File: src/rtl/cfg_loader_pkg.sv
// Package: cfg_loader_pkg
//   Shared types and constants for the configuration chain loader.
//   state_e    : loader FSM states (VERIFY/ERR exist only when CFG_READBACK_EN is defined)
//   CRC16_POLY : CRC-16/CCITT polynomial used by the readback check
//   CRC16_INIT : CRC register seed
package cfg_loader_pkg;

   typedef enum logic [2:0] {
      ST_IDLE,
      ST_FETCH,
      ST_SHIFT,
`ifdef CFG_READBACK_EN
      ST_VERIFY,
      ST_ERR,
`endif
      ST_DONE
   } state_e;

   localparam logic [15:0] CRC16_POLY = 16'h1021;
   localparam logic [15:0] CRC16_INIT = 16'hFFFF;

endpackage

File: src/rtl/cfg_crc16.sv
// Module: cfg_crc16
//   Serial (1 bit per enabled cycle) CRC-16, MSB-first feedback.
//   clk  in  block clock
//   rst  in  asynchronous active-low reset (register returns to CRC16_INIT)
//   clr  in  synchronous reseed to CRC16_INIT (has priority over en)
//   en   in  fold din into the CRC this cycle
//   din  in  serial data bit
//   crc  out current CRC register
module cfg_crc16
   import cfg_loader_pkg::*;
(
   input  logic        clk,
   input  logic        rst,
   input  logic        clr,
   input  logic        en,
   input  logic        din,
   output logic [15:0] crc
);

   logic [15:0] crc_q, crc_d;
   logic        fb;

   always_comb begin
      fb    = crc_q[15] ^ din;
      crc_d = crc_q;
      if (clr) begin
         crc_d = CRC16_INIT;
      end else if (en) begin
         crc_d = {crc_q[14:0], 1'b0} ^ (fb ? CRC16_POLY : 16'h0000);
      end
   end

   always_ff @(posedge clk or negedge rst) begin
      if (!rst) crc_q <= CRC16_INIT;
      else      crc_q <= crc_d;
   end

   assign crc = crc_q;

endmodule

File: src/rtl/cfg_chain_loader.sv
// Module: cfg_chain_loader
//   Loads CHAIN_LEN bits from a valid/ready word stream into a serial
//   configuration chain using a divided, registered prog_clk.
//   Build option: define CFG_READBACK_EN to add a VERIFY pass that recirculates
//   the chain (prog_in = prog_out) and compares CRC-16 of sent vs returned bits.
//   Ports:
//     clk, rst (async active-low)      block clock / reset
//     start                            begin a load (IDLE/DONE/ERR only)
//     s_valid, s_data, s_ready         config word stream, bit 0 shifted first
//     prog_clk, prog_en, prog_in       chain drive
//     prog_out                         chain tail return
//     busy, done, error                status levels
module cfg_chain_loader
   import cfg_loader_pkg::*;
#(
   parameter int unsigned CHAIN_LEN = 1024,
   parameter int unsigned WORD_W    = 8,
   parameter int unsigned DIV       = 2
) (
   input  logic              clk,
   input  logic              rst,
   input  logic              start,
   input  logic              s_valid,
   input  logic [WORD_W-1:0] s_data,
   output logic              s_ready,
   output logic              prog_clk,
   output logic              prog_en,
   output logic              prog_in,
   input  logic              prog_out,
   output logic              busy,
   output logic              done,
   output logic              error
);

   localparam int unsigned BCW = $clog2(CHAIN_LEN + 1);
   localparam int unsigned DCW = (DIV > 1) ? $clog2(DIV) : 1;
   localparam int unsigned WIW = (WORD_W > 1) ? $clog2(WORD_W) : 1;
   localparam logic [BCW-1:0] BIT_LAST = BCW'(CHAIN_LEN);
   localparam logic [DCW-1:0] DIV_LAST = DCW'(DIV - 1);
   localparam logic [WIW-1:0] IDX_LAST = WIW'(WORD_W - 1);

   state_e            state_q, state_d;
   logic [WORD_W-1:0] word_q, word_d;
   logic [WIW-1:0]    bit_idx_q, bit_idx_d, bit_idx_inc;
   logic [BCW-1:0]    bit_cnt_q, bit_cnt_d, bit_cnt_inc;
   logic [DCW-1:0]    div_cnt_q, div_cnt_d;
   logic              prog_clk_q, prog_clk_d;
   logic              prog_en_q, prog_en_d;
   logic              prog_in_q, prog_in_d;
   logic              s_ready_q, s_ready_d;
   logic              busy_q, busy_d;
   logic              done_q, done_d;
   logic              error_q, error_d;
   logic              launch, shifting, fall;

`ifdef CFG_READBACK_EN
   logic        rise;
   logic [15:0] crc_tx, crc_rb;

   assign shifting = (state_q == ST_SHIFT) || (state_q == ST_VERIFY);
   assign launch   = start && ((state_q == ST_IDLE) || (state_q == ST_DONE) || (state_q == ST_ERR));
   assign rise     = shifting && !prog_clk_q && (div_cnt_q == DIV_LAST);

   // Sent bits are folded at each rise; returned bits are sampled on the
   // clk cycle before each verify rise.
   cfg_crc16 u_crc_tx (
      .clk (clk), .rst (rst), .clr (launch),
      .en  (rise && (state_q == ST_SHIFT)), .din (prog_in_q), .crc (crc_tx)
   );
   cfg_crc16 u_crc_rb (
      .clk (clk), .rst (rst), .clr (launch),
      .en  (rise && (state_q == ST_VERIFY)), .din (prog_out), .crc (crc_rb)
   );
`else
   logic unused_prog_out;

   assign unused_prog_out = prog_out;
   assign shifting        = (state_q == ST_SHIFT);
   assign launch          = start && ((state_q == ST_IDLE) || (state_q == ST_DONE));
`endif

   assign fall = shifting && prog_clk_q && (div_cnt_q == DIV_LAST);

   always_comb begin
      state_d     = state_q;
      word_d      = word_q;
      bit_idx_d   = bit_idx_q;
      bit_cnt_d   = bit_cnt_q;
      div_cnt_d   = div_cnt_q;
      prog_clk_d  = prog_clk_q;
      prog_en_d   = prog_en_q;
      prog_in_d   = prog_in_q;
      s_ready_d   = s_ready_q;
      busy_d      = busy_q;
      done_d      = done_q;
      error_d     = error_q;
      bit_cnt_inc = bit_cnt_q + 1'b1;
      bit_idx_inc = bit_idx_q + 1'b1;

      // Free-running divider while shifting; each bit is DIV low + DIV high.
      if (shifting) begin
         if (div_cnt_q == DIV_LAST) begin
            div_cnt_d  = '0;
            prog_clk_d = ~prog_clk_q;
         end else begin
            div_cnt_d = div_cnt_q + 1'b1;
         end
      end

      if (launch) begin
         state_d    = ST_FETCH;
         s_ready_d  = 1'b1;
         prog_en_d  = 1'b1;
         busy_d     = 1'b1;
         done_d     = 1'b0;
         error_d    = 1'b0;
         bit_cnt_d  = '0;
         div_cnt_d  = '0;
         prog_clk_d = 1'b0;
      end

      unique case (state_q)
         ST_FETCH: begin
            // Divider is frozen here, so a starved stream holds prog_clk low.
            if (s_valid && s_ready_q) begin
               word_d    = s_data;
               prog_in_d = s_data[0];
               bit_idx_d = '0;
               s_ready_d = 1'b0;
               state_d   = ST_SHIFT;
            end
         end
         ST_SHIFT: begin
            // Next bit is presented on the same edge prog_clk falls.
            if (fall) begin
               bit_cnt_d = bit_cnt_inc;
               if (bit_cnt_inc == BIT_LAST) begin
`ifdef CFG_READBACK_EN
                  state_d   = ST_VERIFY;
                  bit_cnt_d = '0;
                  prog_in_d = prog_out;
`else
                  state_d   = ST_DONE;
                  prog_en_d = 1'b0;
                  busy_d    = 1'b0;
                  done_d    = 1'b1;
`endif
               end else if (bit_idx_q == IDX_LAST) begin
                  state_d   = ST_FETCH;
                  s_ready_d = 1'b1;
               end else begin
                  bit_idx_d = bit_idx_inc;
                  prog_in_d = word_q[bit_idx_inc];
               end
            end
         end
`ifdef CFG_READBACK_EN
         ST_VERIFY: begin
            if (fall) begin
               bit_cnt_d = bit_cnt_inc;
               if (bit_cnt_inc == BIT_LAST) begin
                  prog_en_d = 1'b0;
                  busy_d    = 1'b0;
                  if (crc_tx == crc_rb) begin
                     state_d = ST_DONE;
                     done_d  = 1'b1;
                  end else begin
                     state_d = ST_ERR;
                     error_d = 1'b1;
                  end
               end else begin
                  prog_in_d = prog_out;
               end
            end
         end
`endif
         default: ;
      endcase
   end

   always_ff @(posedge clk or negedge rst) begin
      if (!rst) begin
         state_q    <= ST_IDLE;
         word_q     <= '0;
         bit_idx_q  <= '0;
         bit_cnt_q  <= '0;
         div_cnt_q  <= '0;
         prog_clk_q <= 1'b0;
         prog_en_q  <= 1'b0;
         prog_in_q  <= 1'b0;
         s_ready_q  <= 1'b0;
         busy_q     <= 1'b0;
         done_q     <= 1'b0;
         error_q    <= 1'b0;
      end else begin
         state_q    <= state_d;
         word_q     <= word_d;
         bit_idx_q  <= bit_idx_d;
         bit_cnt_q  <= bit_cnt_d;
         div_cnt_q  <= div_cnt_d;
         prog_clk_q <= prog_clk_d;
         prog_en_q  <= prog_en_d;
         prog_in_q  <= prog_in_d;
         s_ready_q  <= s_ready_d;
         busy_q     <= busy_d;
         done_q     <= done_d;
         error_q    <= error_d;
      end
   end

   assign s_ready  = s_ready_q;
   assign prog_clk = prog_clk_q;
   assign prog_en  = prog_en_q;
   assign prog_in  = prog_in_q;
   assign busy     = busy_q;
   assign done     = done_q;
   assign error    = error_q;

endmodule

File: config.mk
export PLATFORM = sky130hd
export DESIGN_NAME = cfg_chain_loader
export DESIGN_NICKNAME = d
export VERILOG_FILES = /design/src/rtl/cfg_loader_pkg.sv /design/src/rtl/cfg_crc16.sv /design/src/rtl/cfg_chain_loader.sv
export SDC_FILE = /design/constraint.sdc
export NUM_CORES = 1
export LEC_CHECK = 0
export BUFFER_PORTS_ARGS = -buffer_cell sky130_fd_sc_hd__buf_2
export CORE_UTILIZATION = 61
export DETAILED_ROUTE_END_ITERATION = 12
export PLACE_DENSITY = 0.9
export SETUP_SLACK_MARGIN = 0.1
export SLEW_MARGIN = 20
export SYNTH_ARGS = -nofsm -noshare
export SYNTH_HDL_FRONTEND = slang
export SYNTH_SLANG_ARGS = --single-unit
File: constraint.sdc
create_clock -name clk -period 4.2 [get_ports clk]
set_input_delay 0.21 -clock clk [delete_from_list [all_inputs] [get_ports clk]]
set_output_delay 0.21 -clock clk [all_outputs]
set_load 0.05 [all_outputs]
== Word level (Yosys, flattened, before mapping) ==
Index checks and enable logic that the tools add are counted.

* Flip-flop bits (word level): 32
* Input port bits: 13
* Output and inout port bits: 7
* Logic and storage cells: 82

* $add $sub $neg: 3
* Order comparisons: 1
* Eq/ne operators: 9
* Mux-type cells: 45
* Bitwise operators: 1
* Reductions and logical operators: 12

{| class="wikitable"
|+ Operator list
! kind !! number
|-
| two-way mux 11 bit || 3
|-
| two-way mux 1 bit || 28
|-
| two-way mux 3 bit || 9
|-
| case mux 3 bit (2 select lines) || 2
|-
| adder 11 x 1 -> 11 bit, second input constant || 1
|-
| == test 11 bit, second input constant || 1
|-
| == test 3 x 2 -> 1 bit, second input constant || 2
|-
| != test 2 bit, second input constant || 3
|-
| nonzero test 2 bit || 3
|-
| AND reduction 5 bit || 1
|-
| logical AND 1 bit || 4
|-
| less-than comparator 3 x 4 -> 1 bit, second input constant || 1
|-
| case mux 1 bit (2 select lines) || 2
|-
| AND reduction 2 bit || 2
|-
| adder 3 x 1 -> 3 bit, second input constant || 1
|-
| binary-select mux 1 bit (select 3 bit) || 1
|-
| == test 3 x 1 -> 1 bit, second input constant || 1
|-
| == test 3 bit, second input constant || 1
|-
| logical NOT 3 bit || 1
|-
| != test 2 x 1 -> 1 bit, second input constant || 1
|-
| adder 1 bit, second input constant || 1
|-
| logical OR 1 bit || 1
|-
| inverter 1 bit || 1
|}

== Logic depth before layout (Yosys ltp) ==
Gate-level depths: netlist (run 1).

* Word-level depth: 8
* Mapped depth: 8
* Depth with buffers taken out: 7

== Worst setup path before layout (run 1) ==
Ideal clock, no wire load.

* Kind: register to register
* Start point: register bit_cnt_q[0]
* End point: register bit_idx_q[0]
* Setup time: 0.125 ns
* Arrival: 2.033 ns
* Data required time: 4.075 ns
* Path slack: 2.042 ns
* Cell stages (with the launch flop): 9
* Buffers on the path: 1
* Period minus slack after synthesis: 2.158 ns
* Cell sequence: dfrtp_1 -> ha_1 -> buf_2 -> xor2_1 -> nand2_1 -> mux2_2 -> nor4_4 -> o31ai_4 -> mux2_4

* Cells in the longest elaborated chain, start to end: 4

{| class="wikitable"
|+ Ends and longest elaborated chain
! what !! RTL line !! RTL
|-
| from (decl) || cfg_chain_loader.sv:45 || <nowiki>logic [BCW-1:0] bit_cnt_q, bit_cnt_d, bit_cnt_inc;</nowiki>
|-
| from (signal assigned) || cfg_chain_loader.sv:199 || <nowiki>bit_cnt_q <= bit_cnt_d;</nowiki>
|-
| adder 11 x 1 -> 11 bit || cfg_chain_loader.sv:97 || <nowiki>bit_cnt_inc = bit_cnt_q + 1'b1;</nowiki>
|-
| == test 11 bit || cfg_chain_loader.sv:137 || <nowiki>if (bit_cnt_inc == BIT_LAST) begin</nowiki>
|-
| != test 2 bit (no line) || - ||
|-
| AND reduction 5 bit (no line) || - ||
|-
| to (signal assigned) || cfg_chain_loader.sv:198 || <nowiki>bit_idx_q <= bit_idx_d;</nowiki>
|-
| to (decl) || cfg_chain_loader.sv:44 || <nowiki>logic [WIW-1:0] bit_idx_q, bit_idx_d, bit_idx_inc;</nowiki>
|}

No other way between the ends.
A chain may end at the register's enable or synchronous reset.

== Worst setup path in the final report (run 1) ==
* Start point: register bit_cnt_q[0]
* End point: register prog_in_q (netlist: prog_in)

* Cells in the longest elaborated chain, start to end: 4

{| class="wikitable"
|+ Ends and longest elaborated chain
! what !! RTL line !! RTL
|-
| adder 11 x 1 -> 11 bit || cfg_chain_loader.sv:97 ||
|-
| == test 11 bit || cfg_chain_loader.sv:137 ||
|-
| != test 2 bit (no line) || - ||
|-
| AND reduction 5 bit (no line) || - ||
|-
| to (signal assigned) || cfg_chain_loader.sv:203 || <nowiki>prog_in_q <= prog_in_d;</nowiki>
|-
| to (decl) || cfg_chain_loader.sv:49 || <nowiki>logic prog_in_q, prog_in_d;</nowiki>
|}

No other way between the ends.

==> results by group, run 1 <==
Clock tree
  • Clk_lat worst skew: 340 ps
  • Clock root buffer: clkbuf_4
  • Num CTS Buffers: 5
  • Post-CTS Setup Bufs: 0
  • H-Tree Depth: 2
  • Maximum clock path buffer count: 2
  • Cts-stage hold buffer count: 1
  • Clock sink count: 32
  • Reg clk slew, reported paths: 110 ps
  • TritonCTS clock tree: done
  • Post-CTS sizing: 0

Place
  • # port buffers: 17
  • Final RePlAce weighted congestion: 0.826
  • DP Area: 1810 um2
  • Post-DP HPWL: 2400 um

Pwr
  • Max IR drop VDD: 0.509 mV
  • P_leak: 0.833 nW
  • Power Density: 521 nW/um2

Synthesis
  • FF+latch count, synth: 32
  • Mapped Nets: 183
  • Post-Syn Instances: 166
  • Yosys top cell area share: 46.3%
  • Main synth FF type: dfrtp_1
  • Mapped Avg Cell Area: 10.4 um2
  • Sequential share of the synthesized area: 46.3%
  • Ys Warns: 0
  • Synth unique cells: 41
  • Async SR Flop Fraction: 100%
  • Largest area contributor in the netlist: dfrtp_1
  • Post-synth EDFFs: 0
  • Mapped Area: 1730 um2
  • Top area cells in the synthesized netlist: dfrtp_1 (46%), mux2_2 (5.9%), o21ai_0 (5.2%)

Cells and area
  • Layout cells sized above 1: 24.0%
  • Commonest non-fill, non-tap cell in the layout: dfrtp_1
  • Fillers: 196
  • Ant. Diodes: 0
  • Layout net count: 199
  • Reg area: 801 um2
  • Layout area overhead: 8.68%
  • Most frequent cells in the layout: dfrtp_1 (32), nand2_1 (21), nor2_1 (18), o21ai_0 (18), buf_2 (17)
  • Final instance area: 1880 um2
  • Multi-input gate area: 876 um2

STA
  • RSZ-0062 raised after global routing: false
  • Final setup fails: 0
  • Final Max Tran Viols: 0
  • Max Fclk: 400 MHz
  • Worst Tran Pin Value: 816 ps
  • Post-layout min period: 2500 ps
  • Clk_skew: 18.4 ps
  • Crit share post-route: 59.5%
  • Setup TNS: 0 ps
  • Fin. Hold Viols: 0
  • Slew HR: 45.4%

Run status
  • Outcome: completed

Global route
  • GRT Total Usage: 25.0%
  • First-pass GRT wire length: 5900 um
  • Vias in the first global route: 1,374
  • Initial antenna violation count: 0
  • Largest net degree at the start of global routing: 33
  • Grt ovf: 0

Floorplanning
  • Total I/O pin count: 20
  • Initial Utilization: 67.3%
  • Die Area: 3050 um2
  • FP Rows: 18
  • Die Span X: 55.2 um
  • Die height: 55.2 um
  • Core Area: 2570 um2

Detailed routing
  • Via count: 1,318
  • First-iteration detailed-routing DRC count: 66
  • Final wirelength: 3360 um
  • WL/cell: 15.8 um
  • DRT Pass-1 Iters: 4
  • Vias per inst: 6.19
  • DRC: 0
  • Remaining antenna violation count: 0

Worst setup path
  • Kind of end point of the critical path: flop
  • Worst Path Arrival: 2720 ps
  • Crit path kind: flop to flop
  • Worst setup SP type: flop
  • CP required: 4420 ps
  • CP max FO: 9

Worst hold path
  • Min-Delay Path Class: input port to flop

Flow run
  • Max-cap violations: 0
==> cell usage after synthesis, types with 2 or more instances <==
master / instances
mux4_2: 2
nand2b_1: 2
xor2_1: 4
clkbuf_1: 5
nand2_1: 21
inv_1: 3
o21a_1: 2
ha_1: 4
nor2_1: 18
a21oi_1: 3
mux2_4: 2
mux2i_1: 5
o21ai_0: 18
buf_2: 3
mux2_2: 9
dfrtp_1: 32
xnor2_1: 2
nand4_1: 3
nand3_1: 6
==> registers in the layout, summed over array words and instances (netlist names) <==
signal	cells
prog_clk	1
word_q	8
bit_cnt_q	11
prog_in	1
busy	1
bit_idx_q	3
div_cnt_q	1
prog_en	1
s_ready	1
state_q	3
done	1
==> per-layer routing <==
layer  track usage, %  vias up  share of wire, %
li1                 -      615                 -
met1             30.4      643                43
met2             40.4       45                49
met3             5.62       15               4.5
met4             15.0        0               3.8
met5                0        -                 0
==> cell type report <==
cell class | count | share of cell area (%)
inverters | 3 | 0.599
repair buffers | 18 | 5.06
flip-flops and latches | 32 | 42.6
multi-input cells | 122 | 46.6
clock buffers | 8 | 3.13
well taps | 30 | 2.00
==> critical path, stage by stage, from the launching register on <==
cell	delay (ps)
dfrtp_1	520
ha_1	360
nand2_1	150
nor2_1	220
mux2i_1	350
nor4_4	110
o31ai_4	320
mux2_4	340
==> report_power, final <==
group / total, mW / leakage (nW) / switching, mW / internal, mW
Combinational: 0.342 / 0.394 / 0.187 / 0.154
Sequential: 0.451 / 0.407 / 0.0649 / 0.386
Clock: 0.185 / 0.0326 / 0.103 / 0.0825
Total: 0.978 / 0.833 / 0.355 / 0.623
==> final timing paths <==
path	slack (ps)	from	cells past startpoint	end
worst max-delay path	1700	bit_cnt_q[0]	7	prog_in
worst min-delay path	110	s_data[5]	2	word_q[5]
worst max register to register	1700	bit_cnt_q[0]	7	prog_in
worst min register to register	470	state_q[2]	0	state_q[2]
max in group asynchronous	3250	rst	2	word_q[7]
min in group asynchronous	460	rst	2	prog_clk
==> kinds of logic after synthesis <==
| group | after synthesis | share of synthesized area (%) |
|---|---|---|
| compound gates | 31 | 11.8 |
| buf+inv | 12 | 3.04 |
| fa+ha+maj | 4 | 2.89 |
| mux | 18 | 13.1 |
| simple gates | 61 | 18.7 |
| xor+xnor | 7 | 3.98 |
| other cells | 1 | 0.217 |
| flops | 32 | 46.3 |
==> per-stage QoR <==
step / cells / power, mW / worst slack [ps] / util [%] / hold slack (ps)
floorplan: 166 / 0.714 / 2040 / - / -85.6
global placement: 204 / 0.768 / 1830 / 70.5 / 284
detailed placement: 204 / 0.797 / 1770 / 70.5 / 293
CTS: 213 / 0.982 / 1730 / 73.2 / 92.2
global route: 213 / 1.03 / 1570 / 73.2 / 90.8
finish: 213 / 0.978 / 1700 / 73.2 / 108
No activity file was read; power rests on OpenSTA's default activity.
==> run 2: changes to the inputs <==
CORE_UTILIZATION = 52   (was 61)
PLACE_DENSITY = 0.82   (was 0.9)
clock period = 2.06 ns   (was 4.2 ns; I/O delays follow)
==> run 2 against run 1 <==
Critical path type unchanged. Highest routed layer unchanged. Final cell count up 25%. Largest cell class unchanged. Setup slack worse by 1700 ps. Final area grew 25%. Count of clock-buffer cells in the layout fell by 1.
==> results by group, run 2 (synthesis gave the netlist of run 1 again) <==
Run status
  • Outcome: completed

Clock tree
  • Maximum clock path buffer count: 2
  • Reg clk slew, reported paths: 100 ps
  • Clock root buffer: clkbuf_4
  • Num CTS Buffers: 5
  • TritonCTS clock tree: done
  • Clk_lat worst skew: 340 ps
  • H-Tree Depth: 2
  • Clock sink count: 32

Cells and area
  • Commonest non-fill, non-tap cell in the layout: dfrtp_1
  • Max reg flops: 11
  • Largest Register: bit_cnt_q
  • Fin cells: 266
  • Layout net count: 238
  • Post-layout util: 75.4%
  • Most frequent cells in the layout: dfrtp_1 (29), buf_4 (28), nand2_1 (19), buf_2 (17)
  • Layout cells sized above 1: 41.4%
  • Top Registers: bit_cnt_q: 11 flops, word_q: 8 flops
  • Layout area overhead: 35.4%
  • Ant. Diodes: 0

Floorplanning
  • Die height: 59.7 um
  • Total I/O pin count: 20
  • FP Rows: 20
  • Core Area: 3100 um2
  • Die Area: 3560 um2
  • Die Span X: 59.7 um
  • Initial Utilization: 55.7%

Worst hold path
  • Hold Startpoint: s_data[0]
  • End of the worst hold path: word_q[0]
  • Min-Delay Path Class: input port to flop
  • Hold depth: 2

Worst setup path
  • Kind of end point of the critical path: flop
  • Worst flop-to-flop path endpoint: prog_in
  • CP max stage delay: 430 ps
  • Crit path buf inv count: 1
  • Cell family with most CP delay: compound AO/OA/AOI/OAI gates
  • Crit path kind: flop to flop
  • CP required: 2300 ps
  • Worst setup SP type: flop
  • Worst-path cell chain: buf_6 -> a211o_1 -> a21oi_2 -> o2111ai_2 -> nor4_4 -> o31ai_4 -> mux2_4
  • Worst Path Arrival: 2250 ps
  • Worst reg2reg startpoint: bit_cnt_q[0]
  • R2R cell count: 7
  • CP max FO: 3
  • Slowest stage cell, crit path: dfrtp_2
  • Worst reg2reg setup slack: 50 ps

Global route
  • Largest net degree at the start of global routing: 33
  • GRT Total Usage: 25.1%
  • Initial antenna violation count: 0
  • Vias in the first global route: 1,478
  • First-pass GRT wire length: 6460 um
  • Grt ovf: 0

STA
  • Post-layout min period: 2010 ps
  • Max Fclk: 497 MHz
  • Final setup fails: 0
  • Slew HR: 51.8%
  • Worst Tran Pin Value: 723 ps
  • RSZ-0062 raised after global routing: true
  • Clk_skew: 7.75 ps
  • Final Max Tran Viols: 0
  • Crit share post-route: 97.7%
  • Setup TNS: 0 ps
  • Final setup margin: 48.2 ps
  • Fin. Hold Viols: 0

Flow run
  • Max-cap violations: 0

Detailed routing
  • First-iteration detailed-routing DRC count: 110
  • Vias per inst: 5.41
  • DRC: 0
  • Final wirelength: 4030 um
  • DRT Pass-1 Iters: 4
  • WL/cell: 15.2 um
  • Via count: 1,439
  • Remaining antenna violation count: 0

Place
  • Final RePlAce weighted congestion: 0.829
  • Worst slack, placed: -25.3 ps
  • Inst Count DP: 235
  • Post-DP HPWL: 2600 um
  • # port buffers: 17

Pwr
  • Overall power: 2.25 mW
  • Power Density: 962 nW/um2
  • P_leak: 1.08 nW
  • Max IR drop VDD: 0.755 mV
run 2: metrics by stage:
step                      area (um2)  hold WS, ps
after floorplan                 1760         -193
after global placement          1980          180
after detailed placement        1980          194
after CTS                       2250         8.27
after global routing            2340         16.3
final                           2340         23.4
run 2: final cells by class:
cell class                      count  area, um2
Sequential cell                    32        805
Tap cell                           44       55.1
Clock buffer                        7       65.1
Timing Repair Buffer               57        420
Multi-Input combinational cell    122        955
Fill cell                         229        762
Clock inverter                      1       30.0
Inverter                            3       11.3
run 2: timing repair:
| action | 4_1_cts | 5_1_grt |
|---|---|---|
| gates resized for setup | 5 | 15 |
| hold endpoints to repair | 38 | 1 |
| buffers inserted | 11 | 4 |
| hold buffers | 7 | 1 |
| pin swaps | 7 | 4 |
| gates cloned | 0 | 0 |
| setup endpoints to repair | 8 | 12 |
run 2: where the power goes:
part	switching [mW]	total [mW]	internal (mW)
Combinational	0.414	0.799	0.385
Sequential	0.118	0.906	0.788
Clock	0.225	0.547	0.322
run 2: layer usage:
| layer | track usage, % | wire length, um | vias to the layer above |
|---|---|---|---|
| met3 | 6.06 | 119 | 11 |
| li1 | - | - | 688 |
| met4 | 11.3 | 106 | 0 |
| met5 | 0 | 0 | - |
| met1 | 27.3 | 1630 | 703 |
| met2 | 45.7 | 2170 | 37 |
run 2: worst reg2reg max path, stage by stage (launching register included):
cell,delay [ps]
dfrtp_2,430
buf_6,130
a211o_1,290
a21oi_2,140
o2111ai_2,140
nor4_4,360
o31ai_4,120
mux2_4,300
run 2: worst max-delay path by stage:
stage                             from      endpoint  slack [ps]  cells past startpoint
after floorplan           bit_cnt_q[1]  bit_idx_q[0]         -30                      8
after global placement    bit_cnt_q[1]       prog_in          60                      7
after detailed placement  bit_cnt_q[1]  bit_idx_q[2]         -30                      8
after CTS                 bit_cnt_q[1]  bit_idx_q[2]          20                      8
after global routing      bit_cnt_q[1]  bit_idx_q[2]         -20                      9
final                     bit_cnt_q[0]       prog_in          50                      7
==> run 3: changes to the inputs <==
ABC_AREA = 1   (was unset)
CAP_MARGIN = 25   (was unset)
==> run 3 against run 2 <==
Maximum frequency is 13% higher. Final cell count rose by 14%. Synthesized cell count is 36% higher. Count of clock-buffer cells in the layout shrank 1. Total power down 18%. Wire length fell by 12%. Highest routed layer unchanged. Setup slack better by 230 ps. Critical path type unchanged. Final area decreased by 14%. Sequential power down 5.1%. First-iteration DRC count down 47%. Non-clock buffer count down 27.
==> results by group, run 3 <==
Place
  • Post-DP HPWL: 2450 um
  • Worst slack, placed: 236 ps
  • # port buffers: 17
  • Final RePlAce weighted congestion: 0.822

Worst setup path
  • Crit path kind: flop to flop
  • CP required: 2290 ps
  • Worst reg2reg startpoint: bit_cnt_q[1]
  • Crit path buf inv count: 0
  • Worst Setup SP: bit_cnt_q[1]
  • CP max FO: 6
  • CP max stage delay: 420 ps
  • Worst setup SP type: flop
  • Kind of end point of the critical path: flop
  • Slowest stage cell, crit path: dfrtp_2
  • Worst Path Arrival: 2020 ps
  • Critical Path Most Common Cell: nand2_1
  • Cell family with most CP delay: simple AND/OR/NAND/NOR gates
  • Worst-path cell chain: ha_1 -> nand3_4 -> nor2_4 -> nand2_1 -> nand2_1 -> nand3_2 -> nor2_4 -> nand2_2 -> nand2_4 -> nand2_4 -> nand2_1 -> nand2_1

Detailed routing
  • Final wirelength: 3550 um
  • DRC: 0
  • DRT Pass-1 Iters: 4
  • Via count: 1,510
  • First-iteration detailed-routing DRC count: 58
  • Vias per inst: 4.98
  • Remaining antenna violation count: 0
  • WL/cell: 11.7 um

STA
  • RSZ-0062 raised after global routing: false
  • Fin. Hold Viols: 0
  • Final setup fails: 0
  • Max Fclk: 561 MHz
  • Setup TNS: 0 ps
  • Worst Tran Pin Value: 690 ps
  • Slew HR: 54.0%
  • Crit share post-route: 86.5%
  • Post-layout min period: 1780 ps
  • Final Max Tran Viols: 0
  • Final setup margin: 277 ps
  • Clk_skew: 10.6 ps
  • Worst hold slack: 115 ps

Floorplanning
  • Die Span X: 59.5 um
  • Total I/O pin count: 20
  • Die height: 59.5 um
  • Die Area: 3540 um2
  • Initial Utilization: 55.4%
  • FP Rows: 20
  • Core Area: 3100 um2

Pwr
  • Max IR drop VDD: 0.706 mV
  • Overall power: 1.86 mW
  • P_leak: 1.01 nW
  • Power Density: 923 nW/um2

Cells and area
  • Multi-input gate area: 797 um2
  • Max reg flops: 11
  • Commonest non-fill, non-tap cell in the layout: nand2_1
  • Most frequent cells in the layout: nand2_1 (74), dfrtp_1 (31), inv_1 (27), nand3_1 (21), nor2_1 (18)
  • Reg area: 802 um2
  • Largest Register: bit_cnt_q
  • Fillers: 265
  • Top Registers: bit_cnt_q: 11 flops, word_q: 8 flops
  • Layout area overhead: 17.0%
  • Ant. Diodes: 0
  • Layout cells sized above 1: 16.6%
  • Layout net count: 276

Global route
  • Initial antenna violation count: 0
  • First-pass GRT wire length: 6000 um
  • Vias in the first global route: 1,407
  • GRT Total Usage: 23.0%
  • Largest net degree at the start of global routing: 33
  • Grt ovf: 0

Clock tree
  • Maximum clock path buffer count: 2
  • Reg clk slew, reported paths: 100 ps
  • TritonCTS clock tree: done
  • Clock root buffer: clkbuf_4
  • H-Tree Depth: 2
  • Clock sink count: 32
  • Clk_lat worst skew: 340 ps
  • Num CTS Buffers: 5

Synthesis
  • Top area cells in the synthesized netlist: dfrtp_1 (47%), nand2_1 (16%), nand3_1 (6.1%)
  • FF+latch count, synth: 32
  • Mapped Avg Cell Area: 7.61 um2
  • Sequential share of the synthesized area: 46.6%
  • Post-Syn Instances: 226
  • Cell with the most instances after synthesis: nand2_1
  • Largest area contributor in the netlist: dfrtp_1
  • Mapped Area: 1720 um2
  • Synth unique cells: 25
  • Yosys top cell area share: 46.6%
  • Ys Warns: 0
  • Mapped Nets: 243
  • Main synth FF type: dfrtp_1
  • Most frequent cells after synthesis: nand2_1 (74), dfrtp_1 (32), inv_1 (27)
  • Async SR Flop Fraction: 100%
  • Post-synth EDFFs: 0

Worst hold path
  • Hold Startpoint: s_data[0]
  • Min-Delay Path Class: input port to flop

Run status
  • Outcome: completed

Flow run
  • Max-cap violations: 0
-- run 3: final cells by class --
class,instances,share of cell area (%)
inverters,29,5.41
flip-flops and latches,32,39.9
well taps,44,2.74
clock buffers,6,2.05
multi-input cells,161,39.6
clock inverters,1,0.249
repair buffers,30,10.1
-- run 3: stage by stage --
| step | util [%] | instance area [um2] | std cells |
|---|---|---|---|
| 2_1_floorplan | - | 1720 | 226 |
| 3_3_place_gp | 60.5 | 1880 | 288 |
| 3_5_place_dp | 60.5 | 1880 | 288 |
| 4_1_cts | 64.6 | 2000 | 303 |
| 5_1_grt | 64.8 | 2010 | 303 |
| 6_report | 64.8 | 2010 | 303 |
-- run 3: path summary, 6_finish.rpt --
| path | depth (start not counted) | end | slack [ps] |
|---|---|---|---|
| max | 12 | bit_idx_q[2] | 280 |
| min | 3 | word_q[0] | 110 |
| max reg2reg | 12 | bit_idx_q[2] | 280 |
| min reg2reg | 0 | state_q[2] | 410 |
| max in group asynchronous | 2 | bit_cnt_q[1] | 1240 |
| min in group asynchronous | 2 | bit_cnt_q[2] | 330 |
-- run 3: repair_timing --
| action | in CTS | in global routing |
|---|---|---|
| endpoints found under the hold margin | 39 | 0 |
| setup endpoints to repair | 0 | 4 |
| hold buffers | 8 | 0 |
| setup buffers | 0 | 0 |
| gates resized for setup | 0 | 2 |
-- run 3: logic make-up (layout without fill, tap and decap cells) --
logic type	count (synthesis)	count (layout)	synth area share, %
DFF	32	32	46.6
buffers and inverters	33	66	7.50
AOI/OAI and AO/OA	27	27	8.73
adders and majority gates	4	4	2.91
other	1	1	0.218
and+or+nand+nor	129	129	34.1
-- run 3: worst register-to-register path: cells and delay by family, from the launching register on --
family                     cells  cell delay [ps]
DFF                            1              420
and+or+nand+nor               11             1030
adders and majority gates      1              250
-- run 3: per-layer routing --
layer | global-route usage, % | wire [um]
met2 | 34.8 | 1620
met1 | 32.0 | 1720
met5 | 0 | 0
met3 | 6.77 | 163
met4 | 7.31 | 40
-- run 3: where the power goes --
part / switching [mW] / total, mW / internal, mW
Clock: 0.209 / 0.335 / 0.125
Combinational: 0.437 / 0.662 / 0.225
Sequential: 0.0956 / 0.860 / 0.765
Total: 0.741 / 1.86 / 1.12
